==> config.mk <==
export PLATFORM = sky130hd
export DESIGN_NAME = mem_access
export DESIGN_NICKNAME = d
export VERILOG_FILES = /design/src/rtl/mem_pkg.sv /design/src/rtl/mem_load_align.sv /design/src/rtl/mem_access.sv
export SDC_FILE = /design/constraint.sdc
export NUM_CORES = 1
export LEC_CHECK = 0
export BUFFER_PORTS_ARGS = -buffer_cell sky130_fd_sc_hd__buf_2
export CORE_UTILIZATION = 45
export CTS_CLUSTER_DIAMETER = 120
export DETAILED_ROUTE_END_ITERATION = 16
export GPL_TIMING_DRIVEN = 1
export HOLD_SLACK_MARGIN = 0.06
export PLACE_DENSITY = 0.76
export SLEW_MARGIN = 20
export SYNTH_ARGS = -nofsm -noshare
export SYNTH_HDL_FRONTEND = slang
export SYNTH_SLANG_ARGS = --single-unit
==> constraint.sdc <==
create_clock -name clk -period 3.09 [get_ports clk]
set_input_delay 0.927 -clock clk [delete_from_list [all_inputs] [get_ports clk]]
set_output_delay 0.927 -clock clk [all_outputs]
set_load 0.05 [all_outputs]
==> src/rtl/mem_pkg.sv <==
// Shared definitions for the memory-access stage: operation codes, FSM
// states, access sizes, the decoded-operation record and small helpers.
package mem_pkg;

    typedef enum logic [3:0] {
        OP_NONE = 4'd0,
        OP_LB   = 4'd1,
        OP_LBU  = 4'd2,
        OP_LH   = 4'd3,
        OP_LHU  = 4'd4,
        OP_LW   = 4'd5,
        OP_LWU  = 4'd6,
        OP_SB   = 4'd7,
        OP_SH   = 4'd8,
        OP_SW   = 4'd9,
        OP_LD   = 4'd10,
        OP_SD   = 4'd11
    } mem_op_e;

    typedef enum logic {
        IDLE = 1'b0,
        WAIT = 1'b1
    } state_e;

    typedef enum logic [1:0] {
        SZ_B = 2'd0,
        SZ_H = 2'd1,
        SZ_W = 2'd2,
        SZ_D = 2'd3
    } mem_size_e;

    typedef struct packed {
        logic      is_mem;
        logic      is_load;
        logic      is_signed;
        mem_size_e size;
    } mem_dec_t;

    // Register address written by bubbles and killed instructions.
    localparam int NOP_REG_ADDR = 0;

    // Decode an operation code; 64-bit-only ops decode as NONE on a 32-bit path.
    function automatic mem_dec_t decode_op(input logic [3:0] op, input logic wide);
        mem_dec_t d;
        d = '{is_mem: 1'b0, is_load: 1'b0, is_signed: 1'b0, size: SZ_B};
        case (op)
            OP_LB:  d = '{is_mem: 1'b1, is_load: 1'b1, is_signed: 1'b1, size: SZ_B};
            OP_LBU: d = '{is_mem: 1'b1, is_load: 1'b1, is_signed: 1'b0, size: SZ_B};
            OP_LH:  d = '{is_mem: 1'b1, is_load: 1'b1, is_signed: 1'b1, size: SZ_H};
            OP_LHU: d = '{is_mem: 1'b1, is_load: 1'b1, is_signed: 1'b0, size: SZ_H};
            OP_LW:  d = '{is_mem: 1'b1, is_load: 1'b1, is_signed: 1'b1, size: SZ_W};
            OP_LWU: if (wide) d = '{is_mem: 1'b1, is_load: 1'b1, is_signed: 1'b0, size: SZ_W};
            OP_SB:  d = '{is_mem: 1'b1, is_load: 1'b0, is_signed: 1'b0, size: SZ_B};
            OP_SH:  d = '{is_mem: 1'b1, is_load: 1'b0, is_signed: 1'b0, size: SZ_H};
            OP_SW:  d = '{is_mem: 1'b1, is_load: 1'b0, is_signed: 1'b0, size: SZ_W};
            OP_LD:  if (wide) d = '{is_mem: 1'b1, is_load: 1'b1, is_signed: 1'b0, size: SZ_D};
            OP_SD:  if (wide) d = '{is_mem: 1'b1, is_load: 1'b0, is_signed: 1'b0, size: SZ_D};
            default: ;
        endcase
        return d;
    endfunction

    // True when the low address bits are not a multiple of the access size.
    function automatic logic is_misaligned(input mem_size_e size, input logic [2:0] a);
        logic m;
        m = 1'b0;
        case (size)
            SZ_H:    m = a[0];
            SZ_W:    m = |a[1:0];
            SZ_D:    m = |a;
            default: m = 1'b0;
        endcase
        return m;
    endfunction

endpackage

==> src/rtl/mem_load_align.sv <==
// Load data alignment: moves the addressed lane down to bit 0 and extends
// it to the full datapath width, signed or unsigned.
module mem_load_align
    import mem_pkg::*;
#(
    parameter int DATA_W = 32
) (
    input  logic [DATA_W-1:0]             i_rdata,
    input  logic [$clog2(DATA_W/8)-1:0]   i_lane,
    input  mem_size_e                     i_size,
    input  logic                          i_signed,
    output logic [DATA_W-1:0]             o_data
);

    logic [DATA_W-1:0] w_shifted;
    logic signed [7:0]  w_b;
    logic signed [15:0] w_h;
    logic signed [31:0] w_w;

    assign w_shifted = i_rdata >> {i_lane, 3'b000};
    assign w_b       = w_shifted[7:0];
    assign w_h       = w_shifted[15:0];
    assign w_w       = w_shifted[31:0];

    // Select the access width and apply sign or zero extension.
    always_comb begin
        o_data = w_shifted;
        case (i_size)
            SZ_B:    o_data = i_signed ? DATA_W'(w_b) : DATA_W'(w_shifted[7:0]);
            SZ_H:    o_data = i_signed ? DATA_W'(w_h) : DATA_W'(w_shifted[15:0]);
            SZ_W:    o_data = i_signed ? DATA_W'(w_w) : DATA_W'(w_shifted[31:0]);
            default: o_data = w_shifted;
        endcase
    end

endmodule

==> src/rtl/mem_access.sv <==
// Memory-access pipeline stage. ALU results pass straight through to the
// write-back registers; aligned loads/stores hold the pipeline while a
// single bus transaction runs, then write back the aligned load data.
// DATA_W must be 32 or 64.
module mem_access
    import mem_pkg::*;
#(
    parameter int DATA_W     = 32,
    parameter int ADDR_W     = 32,
    parameter int REG_ADDR_W = 5
) (
    input  logic                   clk,
    input  logic                   rst,
    input  logic                   valid_i,
    input  logic                   flush_i,
    input  logic [REG_ADDR_W-1:0]  wd_i,
    input  logic                   wreg_i,
    input  logic [DATA_W-1:0]      wdata_i,
    input  logic [3:0]             mem_op_i,
    input  logic [ADDR_W-1:0]      mem_addr_i,
    input  logic [DATA_W-1:0]      mem_sdata_i,
    output logic                   stall_req_o,
    output logic                   bus_req_o,
    output logic                   bus_we_o,
    output logic [DATA_W/8-1:0]    bus_sel_o,
    output logic [ADDR_W-1:0]      bus_addr_o,
    output logic [DATA_W-1:0]      bus_wdata_o,
    input  logic                   bus_ack_i,
    input  logic [DATA_W-1:0]      bus_rdata_i,
    output logic [REG_ADDR_W-1:0]  wd_o,
    output logic                   wreg_o,
    output logic [DATA_W-1:0]      wdata_o,
    output logic                   exc_align_o
);

    localparam int   NB     = DATA_W / 8;
    localparam int   LANE_W = $clog2(NB);
    localparam logic WIDE   = (DATA_W == 64);

    // Control state
    state_e                r_state;
    logic                  r_bus_req;
    logic                  r_bus_we;
    logic [NB-1:0]         r_bus_sel;
    logic                  r_kill;
    logic                  r_wb_en;
    logic [REG_ADDR_W-1:0] r_wd;
    logic                  r_wreg;
    logic [DATA_W-1:0]     r_wdata;
    logic                  r_exc;

    // Transaction data captured at issue
    logic [ADDR_W-1:0]     r_bus_addr;
    logic [DATA_W-1:0]     r_bus_wdata;
    logic [REG_ADDR_W-1:0] r_ld_wd;
    logic [LANE_W-1:0]     r_ld_lane;
    mem_size_e             r_ld_size;
    logic                  r_ld_signed;
    logic                  r_is_load;

    mem_dec_t              w_dec;
    logic                  w_misalign;
    logic                  w_go;
    logic [LANE_W-1:0]     w_lane;
    logic [NB-1:0]         w_sel_base;
    logic [NB-1:0]         w_sel;
    logic [DATA_W-1:0]     w_sdata_m;
    logic [DATA_W-1:0]     w_bus_wdata;
    logic [ADDR_W-1:0]     w_bus_addr;
    logic [DATA_W-1:0]     w_ld_data;

    assign w_dec      = decode_op(mem_op_i, WIDE);
    assign w_misalign = w_dec.is_mem & is_misaligned(w_dec.size, mem_addr_i[2:0]);
    assign w_go       = valid_i & ~flush_i & w_dec.is_mem & ~w_misalign;
    assign w_lane     = mem_addr_i[LANE_W-1:0];
    assign w_bus_addr = {mem_addr_i[ADDR_W-1:LANE_W], {LANE_W{1'b0}}};

    // Hold upstream while an access is being issued or awaiting its ack;
    // gated by reset so a valid instruction cannot raise it during reset.
    assign stall_req_o = rst & (((r_state == IDLE) & w_go) |
                                ((r_state == WAIT) & ~bus_ack_i));

    // Byte-enable pattern and store data trimmed to the access size.
    always_comb begin
        w_sel_base = '0;
        w_sdata_m  = mem_sdata_i;
        case (w_dec.size)
            SZ_B: begin
                w_sel_base = NB'(1'b1);
                w_sdata_m  = DATA_W'(mem_sdata_i[7:0]);
            end
            SZ_H: begin
                w_sel_base = NB'(2'b11);
                w_sdata_m  = DATA_W'(mem_sdata_i[15:0]);
            end
            SZ_W: begin
                w_sel_base = NB'(4'hF);
                w_sdata_m  = DATA_W'(mem_sdata_i[31:0]);
            end
            default: begin
                w_sel_base = '1;
                w_sdata_m  = mem_sdata_i;
            end
        endcase
    end

    assign w_sel       = w_sel_base << w_lane;
    assign w_bus_wdata = w_sdata_m << {w_lane, 3'b000};

    mem_load_align #(
        .DATA_W (DATA_W)
    ) u_load_align (
        .i_rdata  (bus_rdata_i),
        .i_lane   (r_ld_lane),
        .i_size   (r_ld_size),
        .i_signed (r_ld_signed),
        .o_data   (w_ld_data)
    );

    // Capture address, store data and load shaping when an access is issued.
    always_ff @(posedge clk) begin
        if ((r_state == IDLE) && w_go) begin
            r_bus_addr  <= w_bus_addr;
            r_bus_wdata <= w_bus_wdata;
            r_ld_wd     <= wd_i;
            r_ld_lane   <= w_lane;
            r_ld_size   <= w_dec.size;
            r_ld_signed <= w_dec.is_signed;
            r_is_load   <= w_dec.is_load;
        end
    end

    // Stage FSM: pass-through and issue in IDLE, completion on ack in WAIT.
    always_ff @(posedge clk or negedge rst) begin
        if (!rst) begin
            r_state   <= IDLE;
            r_bus_req <= 1'b0;
            r_bus_we  <= 1'b0;
            r_bus_sel <= '0;
            r_kill    <= 1'b0;
            r_wb_en   <= 1'b0;
            r_wd      <= '0;
            r_wreg    <= 1'b0;
            r_wdata   <= '0;
            r_exc     <= 1'b0;
        end else begin
            case (r_state)
                IDLE: begin
                    r_wreg <= 1'b0;
                    r_exc  <= 1'b0;
                    if (valid_i && !flush_i) begin
                        if (!w_dec.is_mem) begin
                            r_wd    <= wd_i;
                            r_wreg  <= wreg_i;
                            r_wdata <= wdata_i;
                        end else if (w_misalign) begin
                            r_wd  <= REG_ADDR_W'(NOP_REG_ADDR);
                            r_exc <= 1'b1;
                        end else begin
                            r_state   <= WAIT;
                            r_bus_req <= 1'b1;
                            r_bus_we  <= ~w_dec.is_load;
                            r_bus_sel <= w_sel;
                            r_kill    <= 1'b0;
                            r_wb_en   <= w_dec.is_load & wreg_i;
                        end
                    end else begin
                        r_wd <= REG_ADDR_W'(NOP_REG_ADDR);
                    end
                end
                WAIT: begin
                    r_wreg <= 1'b0;
                    r_exc  <= 1'b0;
                    if (flush_i) begin
                        r_kill <= 1'b1;
                    end
                    if (bus_ack_i) begin
                        r_state   <= IDLE;
                        r_bus_req <= 1'b0;
                        r_bus_we  <= 1'b0;
                        r_bus_sel <= '0;
                        r_kill    <= 1'b0;
                        r_wd      <= r_ld_wd;
                        r_wreg    <= r_wb_en & ~r_kill & ~flush_i;
                        if (r_is_load) begin
                            r_wdata <= w_ld_data;
                        end
                    end
                end
                default: r_state <= IDLE;
            endcase
        end
    end

    assign bus_req_o   = r_bus_req;
    assign bus_we_o    = r_bus_we;
    assign bus_sel_o   = r_bus_sel;
    assign bus_addr_o  = r_bus_addr;
    assign bus_wdata_o = r_bus_wdata;
    assign wd_o        = r_wd;
    assign wreg_o      = r_wreg;
    assign wdata_o     = r_wdata;
    assign exc_align_o = r_exc;

endmodule

==> results of run 1 <==
==> synth_stat cells, drive strengths merged (2+ instances only) <==
cell / instances
o22ai: 4
mux2: 8
o31ai: 26
buf: 20
o22a: 5
inv: 11
mux2i: 44
o21ai: 32
clkinv: 2
o2bb2ai: 8
a31oi: 16
nand3: 34
clkbuf: 23
a211oi: 3
a21oi: 35
and2: 22
nand2: 9
nor4: 2
edfxtp: 73
nor2: 44
nor3: 2
a221oi: 15
nand2b: 4
nor2b: 4
dfrtp: 48
==> flip-flops by register name (all words and copies together) (netlist names), 2 cells and up <==
signal	flops
bus_addr_o	30
bus_sel_o	4
bus_wdata_o	32
r_ld_lane	2
r_ld_size	2
r_ld_wd	5
wd_o	5
wdata_o	32
==> cell type report <==
class | instances | area share [%]
multi-input cells | 334 | 28.1
clock buffers | 21 | 5.60
well taps | 172 | 2.67
flip-flops and latches | 121 | 42.2
repair buffers | 287 | 19.6
clock inverters | 11 | 1.23
inverters | 13 | 0.606
==> per-layer routing <==
| layer | vias up | wire (um) | global-route usage, % |
|---|---|---|---|
| li1 | 2457 | - | - |
| met1 | 2572 | 6860 | 32.1 |
| met2 | 225 | 8760 | 42.1 |
| met3 | 24 | 1120 | 6.43 |
| met4 | 0 | 237 | 9.57 |
| met5 | - | 0 | 0 |
==> worst max-delay path by stage <==
stage	startpoint	end	depth (start not counted)
floorplan	mem_op_i[2]	stall_req_o	5
global placement	mem_op_i[2]	stall_req_o	7
detailed placement	mem_op_i[2]	stall_req_o	7
CTS	mem_op_i[2]	stall_req_o	7
global route	mem_op_i[1]	stall_req_o	7
finish	mem_op_i[1]	stall_req_o	7
==> stage by stage <==
| stage | total power, W | hold WS [ns] | instance area [sq um] | utilization, % |
|---|---|---|---|---|
| final | 0.00538 | 0.474 | 8050 | 63.8 |
| after global placement | 0.00353 | 0.461 | 7450 | 59.0 |
| after floorplan | 0.00310 | 0.482 | 5870 | - |
| after CTS | 0.00541 | 0.478 | 8000 | 63.4 |
| after detailed placement | 0.00357 | 0.465 | 7450 | 59.0 |
| after global routing | 0.00560 | 0.510 | 8050 | 63.8 |
==> worst max-delay path: cells and delay by family <==
kind / cells / cell delay [ns]
AO/OA/AOI/OAI: 1 / 0.09
buffers and inverters: 3 / 0.43
AND/OR/NAND/NOR: 3 / 0.67
==> logic make-up (layout without fill, tap and decap cells) <==
logic type / count (synthesis) / after routing / synth area share [%]
buffers and inverters: 56 / 332 / 4.15
DFF: 121 / 121 / 58.1
muxes: 53 / 53 / 9.46
and+or+nand+nor: 128 / 128 / 11.2
other: 1 / 2 / 0.0642
xor gates and xnor gates: 1 / 1 / 0.150
AOI/OAI and AO/OA: 150 / 150 / 16.9
==> timing repair <==
action	4_1_cts	5_1_grt
gates resized for setup	1	10
buffers inserted	0	2
setup endpoints to repair	1	1
pin swaps	1	4
==> report_power, final <==
part           leakage (nW)  internal [W]  switching (W)
Sequential             1.28       0.00193      0.0000989
Combinational          2.11      0.000415        0.00111
Clock                 0.259       0.00112       0.000712
==> run_results.csv, run 1 <==
group,metric,value,unit
power,power.density,669,nW/um^2
route,drt_iter0_drc,428,
layout,drive_above_1_share,43.1,%
sta,max_clock_freq,0.327,GHz
logic_synthesis,ys_ff_latch,121,
layout,final_nets,917,
clock_network,htree_levels,4,
floorplan,num_rows,41,
route,drtAntennaViolNets,0,
grt,grt_pass1_wl,25500,um
sta,finalCritPeriodShare,99.0,%
floorplan,core_area,12600,sq um
sta,hold_violations,0,
layout,multi_input_area,2270,sq um
min_path,hp-class,"flip-flop to flip-flop",
setup_path,worstPathMaxFanout,8,
floorplan,io_pins,253,
setup_path,startpoint_type,"input pin",
floorplan,die_area,13400,sq um
sta,worst_pin_slew,0.990,ns
clock_network,clkSlewWorstSetupHoldPaths,0.06,ns
placed_design,post-place-ws,-0.0479,ns
power,p_leak,3.65,nW
sta,finalSetupTns,0,ns
setup_path,crit_required,2.16,ns
layout,final_common_cell,"buf_2",
grt,grtUsageTotal,25.4,%
logic_synthesis,yosys-top-cells-area,"edfxtp_1 38%, dfrtp_1 21%, mux2i_1 7.5%",
sta,min_period,3.06,ns
layout,regArea,3390,sq um
sta,setup_viol,0,
sta,fin_ws,0.0307,ns
logic_synthesis,synth-async-reset-ratio,39.7,%
setup_path,max_stage_delay,0.32,ns
layout,n_antenna_cell,0,
route,post-route-drc-count,0,
logic_synthesis,ys_warn_count,0,
clock_network,numClockSinks,121,
logic_synthesis,syn_inst,510,
floorplan,start_util,46.3,%
placed_design,gp_congestion,0.866,
route,post_drt_wl_per_cell,17.7,um
logic_synthesis,yosysUniqueCellTypes,48,
setup_path,reg2reg_depth,6,
logic_synthesis,syn-cell-area,5840,sq um
route,via_count,5278,
sta,slew_viol_final,0,
clock_network,hold_buffers,0,
setup_path,cp-end-kind,"primary output",
layout,final_cell_mix,"247 x buf_2, 73 x edfxtp_1, 47 x dfrtp_1",
power,peakVddDrop,0.000282,V
grt,grt_pass1_vias,4968,
setup_path,rr_endpoint,"wdata_o[24]",
setup_path,worstPathCellList,"buf_4 > and3b_2 > nor4b_4 > a21oi_2 > buf_6 > nor2b_4 > buf_8",
sta,relSlewSlack,33.4,%
grt,grt_overflow,0,
setup_path,cp.arrival,2.13,ns
logic_synthesis,yosysTopAreaCellShare,37.5,%
layout,final_cells,959,
clock_network,cts_root_buffer,"clkbuf_16",
min_path,worstHoldEndpoint,"bus_req_o",
clock_network,insertion_delay,0.41,ns
min_path,hp-start,"bus_req_o",
grt,grt_max_degree,49,
clock_network,cts_tree,"yes",
floorplan,die_h,116,um
route,via_per_inst,5.50,
route,finalWirelength,17000,um
route,dr.pass1.iters,5,
grt,antenna_found_initial,0,
setup_path,r2r-start,"r_ld_lane[1]",
setup_path,crit_type,"input pin to primary output",
placed_design,dp_hpwl,12500,um
floorplan,die_w,116,um
logic_synthesis,ys_seq_area_share,58.1,%
setup_path,ff2ff_setup_slack,0.86,ns
sta,fin_skew,0.00713,ns
logic_synthesis,synth_top_area_cell,"edfxtp_1",
placed_design,io_buffers,250,
flow_run,max_cap_violations,0,
logic_synthesis,syn_area_per_cell,11.5,sq um
outcome,status,"completed",
placed_design,place_inst,925,
layout,area_delta_synth_final,37.7,%
logic_synthesis,ys.flop_type,"edfxtp_1",
clock_network,cts_buffers,17,
layout,fill_cells,1060,
min_path,hold_depth,1,
setup_path,slowest_stage,"nor4b_4",
clock_network,clockBufferDepth,2,
logic_synthesis,synth_edf_count,73,
(Power assumes the default switching activity.)
==> run 2: changes to the inputs <==
Settings changed: PLACE_DENSITY 0.76 to 0.8.
==> run 2 against run 1 <==
Against the previous run: worst hold slack better by 0.0011 ns; sequential share of layout area grew 0.063 points; worst setup slack better by 0.033 ns; sequential power is essentially flat; maximum frequency increased by 1.1%; total power is 4.6% higher; via count is 2.3% lower.
==> run_results.csv, run 2 (synthesis results as in run 1) <==
group,metric,value,unit
outcome,status,"completed",
grt,grt_pass1_vias,4936,
route,drtAntennaViolNets,0,
clock_network,cts_buffers,17,
grt,grt_overflow,0,
setup_path,crit_type,"input pin to primary output",
sta,fin_ws,0.0633,ns
placed_design,dp_hpwl,12700,um
min_path,hp-start,"bus_req_o",
sta,worst_pin_slew,0.900,ns
power,p_seq_share,36.0,%
sta,fin_skew,0.00654,ns
setup_path,reg2reg_depth,5,
clock_network,hold_buffers,0,
layout,final_nets,909,
placed_design,place_area,7380,sq um
floorplan,core_area,12600,sq um
clock_network,clkSlewWorstSetupHoldPaths,0.05,ns
floorplan,start_util,46.3,%
sta,relSlewSlack,39.5,%
layout,final_common_cell,"buf_2",
placed_design,gp_congestion,0.906,
power,power.internal,0.00369,W
route,drt_iter0_drc,376,
floorplan,num_rows,41,
clock_network,clockBufferDepth,2,
floorplan,die_h,116,um
clock_network,cts_root_buffer,"clkbuf_16",
layout,area_delta_synth_final,37.5,%
clock_network,insertion_delay,0.41,ns
sta,min_period,3.03,ns
sta,max_clock_freq,0.330,GHz
min_path,hp-class,"flip-flop to flip-flop",
setup_path,startpoint_type,"input pin",
clock_network,htree_levels,4,
floorplan,die_w,116,um
route,post-route-drc-count,0,
layout,final_cells,951,
sta,slew_viol_final,0,
min_path,worstHoldEndpoint,"bus_req_o",
setup_path,r2r-start,"r_ld_lane[1]",
flow_run,max_cap_violations,0,
setup_path,cp-end-kind,"primary output",
floorplan,io_pins,253,
setup_path,ff2ff_setup_slack,0.84,ns
sta,finalCritPeriodShare,98.0,%
min_path,hold_depth,1,
grt,grt_pass1_wl,25900,um
layout,final_cell_mix,"249 x buf_2, 73 x edfxtp_1, 48 x dfrtp_1",
power,swShare,34.5,%
placed_design,io_buffers,250,
floorplan,die_area,13400,sq um
sta,holdWs,0.475,ns
power,pwr-share-clk,37.0,%
power,power.density,701,nW/um^2
setup_path,worstPathMaxFanout,8,
grt,antenna_found_initial,0,
placed_design,place_inst,918,
sta,setup_viol,0,
route,via_count,5158,
setup_path,crit_required,2.16,ns
layout,fin_area,8040,sq um
grt,grt_max_degree,62,
placed_design,post-place-ws,-0.108,ns
grt,grtUsageTotal,26.0,%
route,via_per_inst,5.42,
layout,drive_above_1_share,42.1,%
power,peakVddDrop,0.000425,V
route,dr.pass1.iters,5,
setup_path,cp.arrival,2.10,ns
power,p_leak,3.64,nW
layout,n_antenna_cell,0,
power,pwr-share-comb,27.0,%
power,p_switching,0.00194,W
route,post_drt_wl_per_cell,18.2,um
clock_network,numClockSinks,121,
clock_network,cts_tree,"yes",
setup_path,rr_endpoint,"wdata_o[26]",
sta,hold_violations,0,
route,finalWirelength,17300,um
## run 2: power by group through the flow
stage / clock network [W] / registers (W) / logic, W
3_3_place_gp: 0 / 0.00205 / 0.00148
3_5_place_dp: 0 / 0.00206 / 0.00151
2_1_floorplan: 0 / 0.00270 / 0.000402
4_1_cts: 0.00211 / 0.00203 / 0.00152
5_1_grt: 0.00219 / 0.00205 / 0.00161
6_report: 0.00208 / 0.00203 / 0.00152
## run 2: area by class of cell
| type | count | area [sq um] |
|---|---|---|
| well taps | 172 | 215 |
| clock buffers | 18 | 429 |
| fillers | 1045 | 4580 |
| flip-flops and latches | 121 | 3390 |
| clock inverters | 14 | 196 |
| inverters | 13 | 48.8 |
| multi-input cells | 334 | 2260 |
| repair buffers | 279 | 1490 |
## run 2: stage by stage
stage	total power (W)	setup TNS (ns)	utilization [%]
after global routing	0.00585	-0.000197	63.7
final	0.00563	0	63.7
after CTS	0.00566	0	63.6
after detailed placement	0.00357	-0.108	58.5
after floorplan	0.00310	0	-
after global placement	0.00352	-0.0815	58.5
## run 2: how the worst max path moves through the flow
stage | depth (start not counted) | endpoint | startpoint | slack (ns)
2_1_floorplan | 5 | stall_req_o | mem_op_i[2] | 0.02
3_3_place_gp | 6 | stall_req_o | mem_op_i[0] | -0.08
3_5_place_dp | 6 | stall_req_o | mem_op_i[0] | -0.11
4_1_cts | 6 | stall_req_o | mem_op_i[2] | 0.06
5_1_grt | 7 | stall_req_o | flush_i | -0.0002
6_report | 6 | stall_req_o | mem_op_i[2] | 0.06
## run 2: what timing repair did
action,CTS,global route
buffers inserted,0,1
setup endpoints to repair,1,1
pin swaps,0,1
resized for setup,3,1
## run 2: per-layer routing
layer	GRT usage [%]	part of all wire, %	vias up
met3	6.80	5.5	28
met5	0	0	-
met1	32.5	40	2475
met2	43.8	52	209
li1	-	-	2446
met4	8.89	1.7	0
## run 2: critical path, stage by stage
cell and delay [ns]:
buf_2 0.16, xnor2_1 0.16, o32a_1 0.40, a21oi_4 0.23, nor2b_4 0.06, buf_6 0.15
